--- config.mk ---
export PLATFORM = sky130hd
export DESIGN_NAME = conv_window_feeder_flat
export DESIGN_NICKNAME = d
export VERILOG_FILES = /design/src/rtl/conv_window_feeder_if.sv /design/src/rtl/conv_window_feeder.sv /design/src/flat_wrapper.sv
export SDC_FILE = /design/constraint.sdc
export NUM_CORES = 1
export LEC_CHECK = 0
export CAP_MARGIN = 40
export CORE_ASPECT_RATIO = 0.7
export CORE_MARGIN = 5
export CORE_UTILIZATION = 35
export CTS_BUF_LIST = sky130_fd_sc_hd__clkbuf_8 sky130_fd_sc_hd__clkbuf_16
export DETAILED_ROUTE_END_ITERATION = 8
export MAX_ROUTING_LAYER = met4
export PLACE_DENSITY = 0.72
export SETUP_SLACK_MARGIN = 0.2
export SLEW_MARGIN = 10
export SYNTH_ARGS = -nofsm -noshare
export SYNTH_HDL_FRONTEND = slang
export SYNTH_SLANG_ARGS = --single-unit
--- constraint.sdc ---
create_clock -name clock -period 2 [get_ports clock]
set_input_delay 0.4 -clock clock [delete_from_list [all_inputs] [get_ports clock]]
set_output_delay 0.4 -clock clock [all_outputs]
set_load 0.03 [all_outputs]
--- src/rtl/conv_window_feeder_if.sv ---
// Bundle of command, SRAM-read and MAC-side signals for one conv_window_feeder.
// The master modport is the feeder's view; the slave modport is the view of
// whatever surrounds it (controller, SRAMs, quadrant tile).
interface conv_window_feeder_if #(
    parameter int unsigned ADDR_W = 10
);
    // Window request
    logic              start;
    logic [ADDR_W-1:0] i_base;
    logic [ADDR_W-1:0] row_stride;
    logic [ADDR_W-1:0] w_base;
    logic              busy;

    // SRAM read ports; data returns one cycle after ren/addr
    logic              i_ren;
    logic              w_ren;
    logic [ADDR_W-1:0] i_addr;
    logic [ADDR_W-1:0] w_addr;
    logic [15:0]       i_data;
    logic [15:0]       w_data;

    // MAC tile side
    logic [15:0]       mac_a;
    logic [15:0]       mac_b;
    logic              mac_clear;
    logic [15:0]       mac_out;

    // Window result
    logic [15:0]       result;
    logic              result_valid;

    modport master (
        input  start, i_base, row_stride, w_base,
        input  i_data, w_data, mac_out,
        output busy, i_ren, w_ren, i_addr, w_addr,
        output mac_a, mac_b, mac_clear, result, result_valid
    );

    modport slave (
        output start, i_base, row_stride, w_base,
        output i_data, w_data, mac_out,
        input  busy, i_ren, w_ren, i_addr, w_addr,
        input  mac_a, mac_b, mac_clear, result, result_valid
    );
endinterface

--- src/rtl/conv_window_feeder.sv ---
// Kernel-window sequencer for one quadrant MAC tile. Walks KH x KW terms over
// the input and weight SRAMs, streams one activation/weight pair per cycle to
// the MAC with clear on the first term, then captures the tile output.
module conv_window_feeder #(
    parameter int unsigned KW     = 3,
    parameter int unsigned KH     = 3,
    parameter int unsigned ADDR_W = 10
) (
    input logic                  clock,
    input logic                  reset,
    conv_window_feeder_if.master bus
);
    localparam int unsigned N     = KW * KH;
    localparam int unsigned KBITS = (N > 1) ? $clog2(N) : 1;
    localparam int unsigned CBITS = (KW > 1) ? $clog2(KW) : 1;
    localparam logic [KBITS-1:0] KLast = KBITS'(N - 1);
    localparam logic [CBITS-1:0] CLast = CBITS'(KW - 1);

    typedef enum logic [1:0] {
        StIdle,
        StRun,
        StWait,
        StCapture
    } state_e;

    state_e            state_q, state_d;
    logic [KBITS-1:0]  k_q, k_d;                  // term index of the read being issued
    logic [CBITS-1:0]  c_q, c_d;                  // column within current kernel row
    logic [ADDR_W-1:0] row_base_q, row_base_d;    // i_base + r * row_stride
    logic [ADDR_W-1:0] stride_q, stride_d;
    logic [ADDR_W-1:0] w_base_q, w_base_d;
    logic              term_valid_q;              // read data on i_data/w_data this cycle
    logic              term_first_q;              // ... and it is term 0
    logic [15:0]       result_q;
    logic              result_valid_q;
    logic              issue;

    assign issue = (state_q == StRun);

    // Next-state logic: window FSM plus incremental row/column address walk
    always_comb begin
        state_d    = state_q;
        k_d        = k_q;
        c_d        = c_q;
        row_base_d = row_base_q;
        stride_d   = stride_q;
        w_base_d   = w_base_q;
        unique case (state_q)
            StIdle: begin
                if (bus.start) begin
                    state_d    = StRun;
                    k_d        = '0;
                    c_d        = '0;
                    row_base_d = bus.i_base;
                    stride_d   = bus.row_stride;
                    w_base_d   = bus.w_base;
                end
            end
            StRun: begin
                if (k_q == KLast) begin
                    state_d = StWait;
                end
                k_d = k_q + KBITS'(1);
                // Stepping the row base by stride avoids a multiplier.
                if (c_q == CLast) begin
                    c_d        = '0;
                    row_base_d = row_base_q + stride_q;
                end else begin
                    c_d = c_q + CBITS'(1);
                end
            end
            StWait: begin
                state_d = StCapture;
            end
            StCapture: begin
                state_d = StIdle;
            end
            default: begin
                state_d = StIdle;
            end
        endcase
    end

    // Outputs: reads only in RUN; MAC inputs forced to zero between terms so
    // the free-running accumulator holds its value.
    always_comb begin
        bus.busy         = (state_q != StIdle);
        bus.i_ren        = issue;
        bus.w_ren        = issue;
        bus.i_addr       = '0;
        bus.w_addr       = '0;
        if (issue) begin
            bus.i_addr = row_base_q + ADDR_W'(c_q);
            bus.w_addr = w_base_q + ADDR_W'(k_q);
        end
        bus.mac_a        = term_valid_q ? bus.i_data : 16'h0000;
        bus.mac_b        = term_valid_q ? bus.w_data : 16'h0000;
        bus.mac_clear    = term_first_q;
        bus.result       = result_q;
        bus.result_valid = result_valid_q;
    end

    // State register; reset aborts any window without a result pulse
    always_ff @(posedge clock) begin
        if (reset) begin
            state_q        <= StIdle;
            k_q            <= '0;
            c_q            <= '0;
            row_base_q     <= '0;
            stride_q       <= '0;
            w_base_q       <= '0;
            term_valid_q   <= 1'b0;
            term_first_q   <= 1'b0;
            result_q       <= 16'h0000;
            result_valid_q <= 1'b0;
        end else begin
            state_q        <= state_d;
            k_q            <= k_d;
            c_q            <= c_d;
            row_base_q     <= row_base_d;
            stride_q       <= stride_d;
            w_base_q       <= w_base_d;
            term_valid_q   <= issue;
            term_first_q   <= issue && (k_q == '0);
            result_valid_q <= (state_q == StCapture);
            if (state_q == StCapture) begin
                result_q <= bus.mac_out;
            end
        end
    end
endmodule

--- src/flat_wrapper.sv ---
// flat-port wrapper written by rule: the top's interface ports become plain ports
module conv_window_feeder_flat 
#(
    parameter int unsigned KW     = 3,
    parameter int unsigned KH     = 3,
    parameter int unsigned ADDR_W = 10
)
  (clock, reset, bus_start, bus_i_base, bus_row_stride, bus_w_base, bus_i_data, bus_w_data, bus_mac_out, bus_busy, bus_i_ren, bus_w_ren, bus_i_addr, bus_w_addr, bus_mac_a, bus_mac_b, bus_mac_clear, bus_result, bus_result_valid);
  conv_window_feeder_if #(.ADDR_W(ADDR_W)) bus_i ();
  input logic clock;
  input logic reset;
  input wire logic [$bits(bus_i.start)-1:0] bus_start;
  input wire logic [$bits(bus_i.i_base)-1:0] bus_i_base;
  input wire logic [$bits(bus_i.row_stride)-1:0] bus_row_stride;
  input wire logic [$bits(bus_i.w_base)-1:0] bus_w_base;
  input wire logic [$bits(bus_i.i_data)-1:0] bus_i_data;
  input wire logic [$bits(bus_i.w_data)-1:0] bus_w_data;
  input wire logic [$bits(bus_i.mac_out)-1:0] bus_mac_out;
  output wire logic [$bits(bus_i.busy)-1:0] bus_busy;
  output wire logic [$bits(bus_i.i_ren)-1:0] bus_i_ren;
  output wire logic [$bits(bus_i.w_ren)-1:0] bus_w_ren;
  output wire logic [$bits(bus_i.i_addr)-1:0] bus_i_addr;
  output wire logic [$bits(bus_i.w_addr)-1:0] bus_w_addr;
  output wire logic [$bits(bus_i.mac_a)-1:0] bus_mac_a;
  output wire logic [$bits(bus_i.mac_b)-1:0] bus_mac_b;
  output wire logic [$bits(bus_i.mac_clear)-1:0] bus_mac_clear;
  output wire logic [$bits(bus_i.result)-1:0] bus_result;
  output wire logic [$bits(bus_i.result_valid)-1:0] bus_result_valid;
  assign bus_i.start = bus_start;
  assign bus_i.i_base = bus_i_base;
  assign bus_i.row_stride = bus_row_stride;
  assign bus_i.w_base = bus_w_base;
  assign bus_i.i_data = bus_i_data;
  assign bus_i.w_data = bus_w_data;
  assign bus_i.mac_out = bus_mac_out;
  assign bus_busy = bus_i.busy;
  assign bus_i_ren = bus_i.i_ren;
  assign bus_w_ren = bus_i.w_ren;
  assign bus_i_addr = bus_i.i_addr;
  assign bus_w_addr = bus_i.w_addr;
  assign bus_mac_a = bus_i.mac_a;
  assign bus_mac_b = bus_i.mac_b;
  assign bus_mac_clear = bus_i.mac_clear;
  assign bus_result = bus_i.result;
  assign bus_result_valid = bus_i.result_valid;
  conv_window_feeder #(.KW(KW), .KH(KH), .ADDR_W(ADDR_W)) u_core (.clock(clock), .reset(reset), .bus(bus_i));
endmodule
# After elaboration in Yosys (flattened, before gate mapping)
# Index checks and enable logic that the tools add are counted.
dict set report classes {
  addsub 5
  eq_ne 8
  n_mux 15
  n_reduce_logical 9
}
# op count
set op_table {}
lappend op_table {{2-to-1 mux 10 bit} 4}
lappend op_table {{2-to-1 mux 16 bit} 2}
lappend op_table {{one-hot mux 10 bit (2 select lines)} 1}
lappend op_table {{adder 10 bit} 1}
lappend op_table {{adder 10 x 2 -> 10 bit} 1}
lappend op_table {{adder 10 x 4 -> 10 bit} 1}
lappend op_table {{2-to-1 mux 2 bit} 4}
lappend op_table {{one-hot mux 2 bit (4 select lines)} 1}
lappend op_table {{one-hot mux 4 bit (2 select lines)} 1}
lappend op_table {{== test 2 bit (second input constant)} 3}
lappend op_table {{!= test 2 bit (second input constant)} 3}
lappend op_table {{AND reduction 2 bit} 3}
lappend op_table {{adder 4 x 1 -> 4 bit (second input constant)} 1}
lappend op_table {{== test 4 bit (second input constant)} 1}
lappend op_table {{logical NOT 4 bit} 1}
lappend op_table {{2-to-1 mux 4 bit} 1}
lappend op_table {{one-hot mux 2 bit (2 select lines)} 1}
lappend op_table {{nonzero test 2 bit} 2}
lappend op_table {{AND reduction 3 bit} 1}
lappend op_table {{adder 2 x 1 -> 2 bit (second input constant)} 1}
lappend op_table {{== test 2 x 1 -> 1 bit (second input constant)} 1}
lappend op_table {{logical NOT 2 bit} 1}
lappend op_table {{logical AND 1 bit} 1}
dict set report totals {
  ff_bits 57
  in_bits 81
  elab_cells 47
}

# Depth between registers and ports, before layout
# Gate-level depths: netlist of run 1.
dict set report depth {
  ltp_word 3
  depth_mapped 8
  ltp_nobuf 8
}

# Least setup slack after synthesis of run 1
# Ideal clock, no wire load.
dict set report synth_timing {
  path_type {reg-to-output}
  from {register u_core.state_q[1]}
  to {output port bus_w_addr[3]}
  arrival_time_ns 2.020
  t_required_ns 1.600
  setup_slack_ns -0.420
  path_stages_with_launch 7
  cell_sequence {dfxtp_1 > inv_1 > ha_1 > inv_2 > buf_2 > buf_1 > nor3b_1}
}
dict set report synth_via {
  elab_chain_cells 2
}
# item line_no
set synth_rtl {}
lappend synth_rtl {{start, declared} conv_window_feeder.sv:26} ;# state_e state_q, state_d;
lappend synth_rtl {{start signal, assigned} conv_window_feeder.sv:106} ;# state_q <= StIdle;
lappend synth_rtl {{start signal, assigned} conv_window_feeder.sv:117} ;# state_q <= state_d;
lappend synth_rtl {{== test 2 x 1 -> 1 bit} conv_window_feeder.sv:38} ;# assign issue = (state_q == StRun);
lappend synth_rtl {{named net bus_i_ren} flat_wrapper.sv:20} ;# output wire logic [$bits(bus_i.i_ren)-1:0] bus_i_ren;
lappend synth_rtl {{2-to-1 mux 10 bit} conv_window_feeder.sv:92} ;# if (issue) begin
lappend synth_rtl {{end, declared} flat_wrapper.sv:23} ;# output wire logic [$bits(bus_i.w_addr)-1:0] bus_w_addr;
# The timed path passes the listed nets, and every way through them passes these cells.

# Worst setup path in the final report of run 1
dict set report layout_timing {
  from {register u_core.w_base_q[0]}
  to {output port bus_w_addr[6]}
}
dict set report layout_via {
  elab_chain_cells 2
}
# item line_no
set layout_rtl {}
lappend layout_rtl {{start, declared} conv_window_feeder.sv:31} ;# logic [ADDR_W-1:0] w_base_q, w_base_d;
lappend layout_rtl {{start signal, assigned} conv_window_feeder.sv:122} ;# w_base_q <= w_base_d;
lappend layout_rtl {{adder 10 x 4 -> 10 bit} conv_window_feeder.sv:94} ;# bus.w_addr = w_base_q + ADDR_W'(k_q);
lappend layout_rtl {{2-to-1 mux 10 bit} conv_window_feeder.sv:92}
# Every way passes these cells.

==> flow_summary_export.csv, run 1 <==
group,metric,value,unit
setup_path,worstPathRequired,1.60,ns
synthesis,async_reset_ff_share,0,%
sta,finalSetupViolations,18,
setup_path,timing.critical_path.arrival,2.06,ns
flow_run,max-cap-violations,0,
setup_path,worst_path_dominant_cell_family,"adder cells",
sta,worst_pin_slew,0.3883,ns
sta,slew_headroom,73.90,%
drt,detail_route.vias_per_cell,4.915,
global_routing,globalRoute.totalOverflow,0,
sta,layout_worst_path_cycle_share,123.2,%
sta,max_fclk,405.8,MHz
drt,ant_nets,0,
setup_path,buf_inv_stages_crit_path,2,
synthesis,top_flip_flop_cell_by_instance_count_after_synthesis,"sky130_fd_sc_hd__dfxtp_1",
drt,totalWireLength,11490,um
setup_path,critPathMaxStageDelay,0.35,ns
synthesis,synth_simple_gate_area_share,26.04,%
global_routing,first_global_vias,3717,
clock_tree,insertion_delay,0.31,ns
run_status,status,"complete, but fails checks",
drt,drt_pass1_iterations,4,
sta,final.setup_skew,0.005454,ns
global_routing,grt_antenna_before_repair,0,
global_routing,track_usage,18.81,%
finish,utilization,65.66,%
sta,setup_repair_after_global_routing_missed_its_margin,"yes",
power,ir_drop,0.5429,mV
drt,drt_iter0_drc,146,
sta,postLayoutSetupSlackWorst,-0.4643,ns
finish,antenna_diodes,0,
drt,total_number_of_vias,3740,
synthesis,post-synth-top-count-cell,"sky130_fd_sc_hd__dfxtp_1",
die,die_extent_in_x,127.8,um
power,powerDensity,1091,mW/mm2
synthesis,synth_adder_area_share,9.503,%
placement,buffers_added_on_ports,153,
drt,routedWlPerCell,15.09,um
drt,routed-wl-met3,606,um
clock_tree,cts.path.max_buffers,2,
placement,detailedPlacementHpwl,8324,um
die,core_area,0.009572,mm2
synthesis,synth.cells.most_frequent,"sky130_fd_sc_hd__dfxtp_1, sky130_fd_sc_hd__nand2_1, sky130_fd_sc_hd__nor2_1",
finish,drive_above_1_share,34.28,%
setup_path,worstPathMaxFanout,3,
synthesis,synth_top_family_by_area,"simple AND/OR/NAND/NOR gates",
synthesis,biggest_area_consumer_among_synthesized_cells,"sky130_fd_sc_hd__dfxtp_1",
setup_path,start_kind,"flip-flop",
synthesis,average_footprint_of_a_synthesized_cell,7.956,um2
placement,post_dp_cell_area,0.005360,mm2
clock_tree,master_cell_of_the_clock_root_buffer,"sky130_fd_sc_hd__clkbuf_16",
clock_tree,cts_tree,"done",
clock_tree,cts.sinks,57,
setup_path,worstPathCellList,"ha_4 > inv_2 > fa_2 > nor2b_2 > o21a_1 > o211ai_1 > xor2_1 > nor2_4 > buf_6",
finish,areaGrowthSynthToFinish,85.01,%
clock_tree,cts_hold_buffers,0,
synthesis,yosysWarnings,0,
synthesis,synth_xor_area_share,3.352,%
finish,layout.nets,734,
die,fp.dieArea,0.01181,mm2
drt,top_layer_used,"met4",
placement,place_worst_setup_slack,-0.3335,ns
synthesis,synth-compound-area-share,17.24,%
synthesis,syn_inst,427,
placement,routabilityCongestion,0.9036,
synthesis,postSynthRegisterBits,57,
finish,finish.instance_area,0.006285,mm2
worst_hold_path,min_path_type,"input port to flip-flop",
synthesis,synth.net_count,532,
die,std_cell_rows,30,
setup_path,standard_cell_with_the_maximum_stage_delay_on_the_critical_path,"sky130_fd_sc_hd__dfxtp_2",
die,die_h,92.43,um
synthesis,mux_cell_area_share_after_synthesis,5.893,%
run_status,violations,"setup timing",
sta,final_count_of_hold_timing_violations,0,
synthesis,synth-edff-count,0,
die,floorplan.io_pins,154,
clock_tree,clk_transition_reported_paths,0.05,ns
synthesis,netlist-cell-type-count,46,
sta,min_period,2.464,ns
clock_tree,htree_levels,3,
setup_path,end_kind,"output port",
power,p_leak,2.546,nW
clock_tree,cts_made_buffers,9,
synthesis,syn-cell-area,0.003397,mm2
setup_path,worst-setup-path-type,"flip-flop to output port",
die,start_util,35.49,%
power,totalPowerFinal,6.856,mW
drt,drc,0,
drt,detailroute.wirelength.met2,5661,um
synthesis,synth_top_area_share,33.59,%
synthesis,yosysSeqAreaShare,33.59,%
global_routing,grt_max_degree,33,
global_routing,first_pass_grt_wire_length,17770,um
sta,timing_max_transition_violations_final,0,
synthesis,ys_top_cells_by_area,"sky130_fd_sc_hd__dfxtp_1, sky130_fd_sc_hd__ha_1, sky130_fd_sc_hd__and2_1",
drt,met1_routed_length,5114,um
finish,layout.filler_cells,811,
[metrics by stage]
| step | hold slack [ns] | TNS [ns] | std cells |
|---|---|---|---|
| final | 0.4556 | -4.548 | 761 |
| after global routing | 0.4587 | -5.845 | 761 |
| after CTS | 0.4367 | -4.255 | 748 |
| after detailed placement | 0.4542 | -1.088 | 720 |
| after global placement | 0.4516 | -0.8582 | 720 |
| after floorplan | 0.4406 | -0.1052 | 427 |
[cell usage in the layout (no fill, tap or decap), types with 7 or more instances in the layout]
cell,n
sky130_fd_sc_hd__a21oi_1,29
sky130_fd_sc_hd__nand2_1,52
sky130_fd_sc_hd__ha_4,8
sky130_fd_sc_hd__nor2_4,11
sky130_fd_sc_hd__nor2_1,36
sky130_fd_sc_hd__a21o_1,7
sky130_fd_sc_hd__clkbuf_16,9
sky130_fd_sc_hd__dfxtp_2,8
sky130_fd_sc_hd__buf_4,77
sky130_fd_sc_hd__dfxtp_1,47
sky130_fd_sc_hd__buf_6,34
sky130_fd_sc_hd__and2_1,32
sky130_fd_sc_hd__inv_1,13
sky130_fd_sc_hd__mux2i_1,20
sky130_fd_sc_hd__ha_1,11
sky130_fd_sc_hd__nand3_1,7
sky130_fd_sc_hd__clkdlybuf4s50_1,97
[worst paths after layout]
check / cells past startpoint / end / from / slack (ns)
hold / removal: 2 / u_core.stride_q[6] / reset / 0.46
hold reg to reg: 2 / u_core.w_base_q[3] / u_core.w_base_q[3] / 0.47
setup reg to reg: 9 / u_core.row_base_q[9] / u_core.row_base_q[1] / -0.06
setup / recovery: 9 / bus_w_addr[6] / u_core.w_base_q[0] / -0.46
[cell families (layout without fill, tap and decap cells)]
group | count (synthesis) | after routing
compound gates | 92 | 92
xor+xnor | 13 | 13
fa+ha+maj | 24 | 24
buf+inv | 37 | 243
flops | 57 | 57
mux | 20 | 20
simple gates | 184 | 184
[metal layers]
metal | vias up | track usage [%]
met1 | 1747 | 23.49
met2 | 118 | 31.27
met4 | 0 | 4.682
met3 | 10 | 3.862
met5 | - | -
li1 | 1865 | -
[what timing repair did]
item | 4_1_cts | 5_1_grt
endpoints found under the setup margin | 33 | 32
resized for setup | 75 | 40
buffers inserted | 13 | 13
pin swaps | 40 | 37
hold endpoints to repair | 0 | 0
[flip-flops by register name, indices dropped and copies added (netlist names)]
register and count:
u_core.term_valid_q 1, u_core.bus.result_valid 1, u_core.row_base_q 10, u_core.state_q 2
u_core.stride_q 10, u_core.k_q 4, u_core.bus.mac_clear 1, u_core.c_q 2
u_core.w_base_q 10, u_core.bus.result 16
[cell type report]
type / instances / area [um2] / area share, %
clock buffer: 11 / 252.7 / 4.021
clock inverter: 4 / 15.01 / 0.2389
inverter: 13 / 48.80 / 0.7764
multi-input combinational: 333 / 2618 / 41.65
sequential: 57 / 1159 / 18.44
tap: 128 / 160.2 / 2.548
timing repair buffer: 215 / 2032 / 32.33
[report_power, final]
part	switching [mW]	internal (mW)	total (mW)
clock	0.473	0.877	1.35
combinational	2.15	1.76	3.92
sequential	0.202	1.39	1.59
total	2.83	4.03	6.86
(Power assumes the default switching activity.)
==> run 2: changes to the inputs <==
--- a/config.mk
+++ b/config.mk
@@ -8,11 +8,11 @@
 export CAP_MARGIN = 40
 export CORE_ASPECT_RATIO = 0.7
 export CORE_MARGIN = 5
-export CORE_UTILIZATION = 35
+export CORE_UTILIZATION = 38
 export CTS_BUF_LIST = sky130_fd_sc_hd__clkbuf_8 sky130_fd_sc_hd__clkbuf_16
 export DETAILED_ROUTE_END_ITERATION = 8
 export MAX_ROUTING_LAYER = met4
-export PLACE_DENSITY = 0.72
+export PLACE_DENSITY = 0.77
 export SETUP_SLACK_MARGIN = 0.2
 export SLEW_MARGIN = 10
 export SYNTH_ARGS = -nofsm -noshare
==> flow_summary_export.csv, run 2 (same netlist as run 1, synthesis figures left out) <==
group,metric,value,unit
finish,final_cell_mix,"sky130_fd_sc_hd__clkdlybuf4s50_1, sky130_fd_sc_hd__buf_4, sky130_fd_sc_hd__nand2_1, sky130_fd_sc_hd__dfxtp_1, sky130_fd_sc_hd__nor2_1",
setup_path,worst_path_dominant_cell_family,"adder cells",
clock_tree,cts_made_buffers,9,
sta,setup_repair_after_global_routing_missed_its_margin,"yes",
run_status,status,"complete, but fails checks",
drt,total_number_of_vias,3831,
sta,timing_max_transition_violations_final,0,
placement,buffers_added_on_ports,153,
power,clockPowerShare,21.2,%
placement,detailedPlacementHpwl,8616,um
die,fp.dieArea,0.01096,mm2
global_routing,track_usage,20.98,%
sta,worst_pin_slew,0.4602,ns
finish,max_reg_flops,16,
power,ir_drop,0.5739,mV
finish,layout.filler_cells,641,
clock_tree,cts_tree,"done",
setup_path,end_kind,"output port",
setup_path,worstPathCellList,"ha_4 > inv_2 > fa_2 > nor2b_2 > o21a_1 > o211ai_1 > xor2_1 > nor2_4 > buf_6",
die,start_util,39.58,%
worst_hold_path,min_path_type,"input port to flip-flop",
drt,routedWlPerCell,16.24,um
finish,post_layout_nonfiller_instances,754,
clock_tree,cts.sinks,57,
finish,areaGrowthSynthToFinish,86.30,%
sta,max_fclk,400.7,MHz
power,pwr-share-comb,56.2,%
global_routing,globalRoute.totalOverflow,0,
finish,finish.instance_area,0.006329,mm2
drt,detail_route.vias_per_cell,5.081,
die,core_area,0.008583,mm2
drt,drc,0,
drt,drt_pass1_iterations,4,
power,p_int,4.289,mW
power,switching_share,41.45,%
global_routing,first_pass_grt_wire_length,17710,um
clock_tree,clk_transition_reported_paths,0.06,ns
clock_tree,htree_levels,3,
setup_path,worst-setup-path-type,"flip-flop to output port",
drt,ant_nets,0,
setup_path,worstPathRequired,1.60,ns
finish,utilization,73.73,%
drt,totalWireLength,12240,um
placement,post_dp_cell_area,0.005353,mm2
placement,routabilityCongestion,0.8507,
die,die_extent_in_x,123.0,um
power,powerDensity,1158,mW/mm2
die,std_cell_rows,28,
global_routing,grt_antenna_before_repair,0,
power,seq_power_share,22.7,%
sta,finalSetupViolations,21,
finish,layout.nets,734,
global_routing,grt_max_degree,23,
sta,postLayoutSetupSlackWorst,-0.4957,ns
finish,antenna_diodes,0,
clock_tree,master_cell_of_the_clock_root_buffer,"sky130_fd_sc_hd__clkbuf_16",
clock_tree,insertion_delay,0.33,ns
run_status,violations,"setup timing",
sta,slew_headroom,69.06,%
die,die_h,89.11,um
setup_path,buf_inv_stages_crit_path,2,
flow_run,max-cap-violations,0,
setup_path,timing.critical_path.arrival,2.10,ns
power,p_leak,2.610,nW
setup_path,worstPathMaxFanout,3,
finish,layout.cells.most_common,"sky130_fd_sc_hd__clkdlybuf4s50_1",
sta,layout_worst_path_cycle_share,124.8,%
global_routing,first_global_vias,3698,
drt,drt_iter0_drc,189,
sta,final_count_of_hold_timing_violations,0,
finish,drive_above_1_share,35.49,%
clock_tree,cts_hold_buffers,0,
clock_tree,cts.path.max_buffers,2,
setup_path,critPathMaxStageDelay,0.35,ns
placement,placedCellCount,708,
setup_path,start_kind,"flip-flop",
setup_path,standard_cell_with_the_maximum_stage_delay_on_the_critical_path,"sky130_fd_sc_hd__dfxtp_2",
power,power.switching,3.037,mW
sta,totalNegativeSetupSlack,-4.271,ns
sta,final.setup_skew,0.005787,ns
sta,min_period,2.496,ns
die,floorplan.io_pins,154,
run 2: final timing paths:
check,start,endpoint,slack [ns],depth (start not counted)
setup reg to reg,u_core.row_base_q[1],u_core.row_base_q[9],-0.05,8
setup / recovery,u_core.w_base_q[0],bus_w_addr[8],-0.50,9
hold reg to reg,u_core.stride_q[4],u_core.stride_q[4],0.46,2
hold / removal,reset,u_core.bus.result[5],0.46,2
run 2: layout make-up:
| cell class | count | area [um2] | share of cell area, % |
|---|---|---|---|
| multi-input combinational | 333 | 2585 | 40.85 |
| timing repair buffer | 215 | 2059 | 32.54 |
| sequential | 57 | 1176 | 18.58 |
| clock buffer | 9 | 225.2 | 3.559 |
| tap | 120 | 150.1 | 2.372 |
| clock inverter | 7 | 78.83 | 1.246 |
| inverter | 13 | 53.80 | 0.8501 |
run 2: stage by stage:
stage	total power [mW]	hold slack [ns]	setup WS [ns]
after floorplan	3.656	0.4406	-0.05295
after global placement	4.839	0.4514	-0.1315
after detailed placement	4.903	0.4531	-0.1647
after CTS	6.876	0.4524	-0.4592
after global routing	7.736	0.4757	-0.5720
final	7.326	0.4572	-0.4957
run 2: timing repair:
item	in CTS	in global routing
resized for setup	71	39
cloned	0	1
setup endpoints to repair	31	36
buffers inserted	17	12
pin swaps	45	18
run 2: power groups by stage:
stage / logic (mW) / clock network, mW / registers [mW]
floorplan: 2.01 / 0 / 1.64
finish: 4.12 / 1.55 / 1.66
global route: 4.41 / 1.63 / 1.69
global placement: 3.22 / 0 / 1.62
CTS: 3.68 / 1.57 / 1.63
detailed placement: 3.27 / 0 / 1.63
run 2: metal layers:
| metal | track usage [%] | wire length, um |
|---|---|---|
| met1 | 23.65 | 4793 |
| met2 | 37.08 | 6093 |
| met3 | 5.629 | 1149 |
| met4 | 5.729 | 207 |
| met5 | - | 0 |
==> run 3: changes to the inputs <==
--- a/config.mk
+++ b/config.mk
@@ -12,7 +12,7 @@
 export CTS_BUF_LIST = sky130_fd_sc_hd__clkbuf_8 sky130_fd_sc_hd__clkbuf_16
 export DETAILED_ROUTE_END_ITERATION = 8
 export MAX_ROUTING_LAYER = met4
-export PLACE_DENSITY = 0.77
+export PLACE_DENSITY_LB_ADDON = 0.1
 export SETUP_SLACK_MARGIN = 0.2
 export SLEW_MARGIN = 10
 export SYNTH_ARGS = -nofsm -noshare
==> flow_summary_export.csv, run 3 (same netlist as run 1, synthesis figures left out) <==
group,metric,value,unit
run_status,violations,"setup timing",
finish,post_layout_nonfiller_instances,738,
sta,finalSetupViolations,17,
finish,final_cell_mix,"sky130_fd_sc_hd__clkdlybuf4s50_1, sky130_fd_sc_hd__buf_4, sky130_fd_sc_hd__nand2_1, sky130_fd_sc_hd__dfxtp_1, sky130_fd_sc_hd__nor2_1",
global_routing,first_global_vias,3727,
sta,final.setup_skew,0.008804,ns
finish,layout.cells.most_common,"sky130_fd_sc_hd__clkdlybuf4s50_1",
sta,setup_repair_after_global_routing_missed_its_margin,"yes",
placement,buffers_added_on_ports,153,
finish,areaGrowthSynthToFinish,81.95,%
global_routing,grt_antenna_before_repair,0,
setup_path,timing.critical_path.arrival,2.10,ns
sta,slew_headroom,72.06,%
run_status,status,"complete, but fails checks",
global_routing,grt_max_degree,33,
finish,antenna_diodes,0,
sta,final_count_of_hold_timing_violations,0,
clock_tree,insertion_delay,0.33,ns
finish,multiInputGateArea,0.002542,mm2
setup_path,critPathMaxStageDelay,0.36,ns
finish,regArea,0.001177,mm2
setup_path,setup.reg_to_reg.worst_slack,0.02,ns
placement,placedCellCount,704,
drt,total_number_of_vias,3692,
clock_tree,clk_transition_reported_paths,0.06,ns
sta,timing_max_transition_violations_final,0,
drt,drc,0,
die,core_area,0.008583,mm2
flow_run,max-cap-violations,0,
clock_tree,cts_tree,"done",
placement,routabilityCongestion,0.9012,
global_routing,globalRoute.totalOverflow,0,
die,die_h,89.11,um
finish,drive_above_1_share,32.69,%
die,start_util,39.58,%
clock_tree,cts.path.max_buffers,2,
placement,detailedPlacementHpwl,8758,um
sta,min_period,2.498,ns
power,powerDensity,1133,mW/mm2
finish,layout.nets,718,
sta,worst_pin_slew,0.4155,ns
setup_path,worstPathMaxFanout,3,
global_routing,first_pass_grt_wire_length,18570,um
sta,max_fclk,400.3,MHz
drt,ant_nets,0,
power,ir_drop,0.5082,mV
clock_tree,cts_hold_buffers,0,
worst_hold_path,min_path_type,"input port to flip-flop",
setup_path,worst-setup-path-type,"flip-flop to output port",
die,std_cell_rows,28,
finish,layout.filler_cells,643,
clock_tree,cts_made_buffers,9,
setup_path,end_kind,"output port",
die,die_extent_in_x,123.0,um
setup_path,start_kind,"flip-flop",
sta,totalNegativeSetupSlack,-3.793,ns
global_routing,track_usage,22.08,%
drt,drt_pass1_iterations,5,
clock_tree,master_cell_of_the_clock_root_buffer,"sky130_fd_sc_hd__clkbuf_16",
clock_tree,htree_levels,3,
sta,postLayoutSetupSlackWorst,-0.4978,ns
clock_tree,cts.sinks,57,
setup_path,standard_cell_with_the_maximum_stage_delay_on_the_critical_path,"sky130_fd_sc_hd__fa_2",
drt,drt_iter0_drc,231,
setup_path,worstPathCellList,"ha_4 > inv_2 > fa_2 > nor2b_4 > o21a_1 > o211ai_1 > xor2_1 > nor2_4 > buf_6",
die,fp.dieArea,0.01096,mm2
power,p_leak,2.470,nW
finish,max_reg_flops,16,
drt,routedWlPerCell,16.30,um
drt,totalWireLength,12030,um
setup_path,worstPathRequired,1.60,ns
die,floorplan.io_pins,154,
drt,detail_route.vias_per_cell,5.003,
sta,layout_worst_path_cycle_share,124.9,%
## run 3: changes by cell type in the layout (fill, tap and decap cells not counted), moves of 2 or more
cell                              previous run  this run
sky130_fd_sc_hd__xnor2_2                     4         2
sky130_fd_sc_hd__and2_4                      4         1
sky130_fd_sc_hd__and2_1                     32        34
sky130_fd_sc_hd__buf_4                      81        65
sky130_fd_sc_hd__buf_12                      6         8
sky130_fd_sc_hd__nor2b_2                     2         0
sky130_fd_sc_hd__a211oi_2                    4         2
sky130_fd_sc_hd__clkdlybuf4s50_1            93        96
sky130_fd_sc_hd__buf_8                       2         0
sky130_fd_sc_hd__dlymetal6s2s_1              4         1
sky130_fd_sc_hd__o21ai_2                     3         1
## run 3: layout make-up
cell class	count	share of cell area (%)
Clock buffer	9	3.644
Clock inverter	7	1.275
Inverter	13	0.8300
Multi-Input combinational cell	333	41.13
Sequential cell	57	19.05
Tap cell	120	2.429
Timing Repair Buffer	199	31.64
## run 3: path summary, 6_finish.rpt
kind,start,to,depth (start not counted)
max,u_core.w_base_q[0],bus_w_addr[6],9
min,reset,u_core.bus.result[14],2
max reg2reg,u_core.row_base_q[1],u_core.row_base_q[9],8
min reg2reg,u_core.w_base_q[3],u_core.w_base_q[3],2
## run 3: where the power goes
part | internal (mW) | switching, mW
Clock | 0.973 | 0.566
Sequential | 1.40 | 0.267
Combinational | 1.73 | 2.07
## run 3: timing repair
action	CTS	global route
endpoints found under the setup margin	62	29
resized for setup	76	20
pin swaps	44	19
buffers inserted	11	6
gates cloned	0	1
## run 3: per-layer routing
layer  vias up  GRT usage (%)  part of all wire [%]  wire length, um
li1       1834              -                     -                -
met1      1707          25.82                    41             4953
met2       145          38.72                    49             5928
met3         6          5.882                   9.0             1085
met4         0          4.322                  0.49               59
met5         -              -                     0                0
## run 3: critical path: cells and delay by family (launching register included)
kind            cells  cell delay [ns]
fa+ha+maj           2             0.50
simple gates        2             0.20
buf+inv             2             0.17
compound gates      2             0.28
flops               1             0.35
xor+xnor            1             0.26
## run 3: metrics by stage
stage	worst slack [ns]	area (um2)	hold WS [ns]	utilization, %	power, mW
final	-0.4978	6181	0.3999	72.01	7.004
after global routing	-0.5959	6181	0.4180	72.01	7.424
after CTS	-0.4744	6026	0.3951	70.20	6.784
after detailed placement	-0.2007	5338	0.4573	62.19	4.897
after global placement	-0.1343	5338	0.4479	62.19	4.829
after floorplan	-0.05295	3608	0.4406	-	3.656
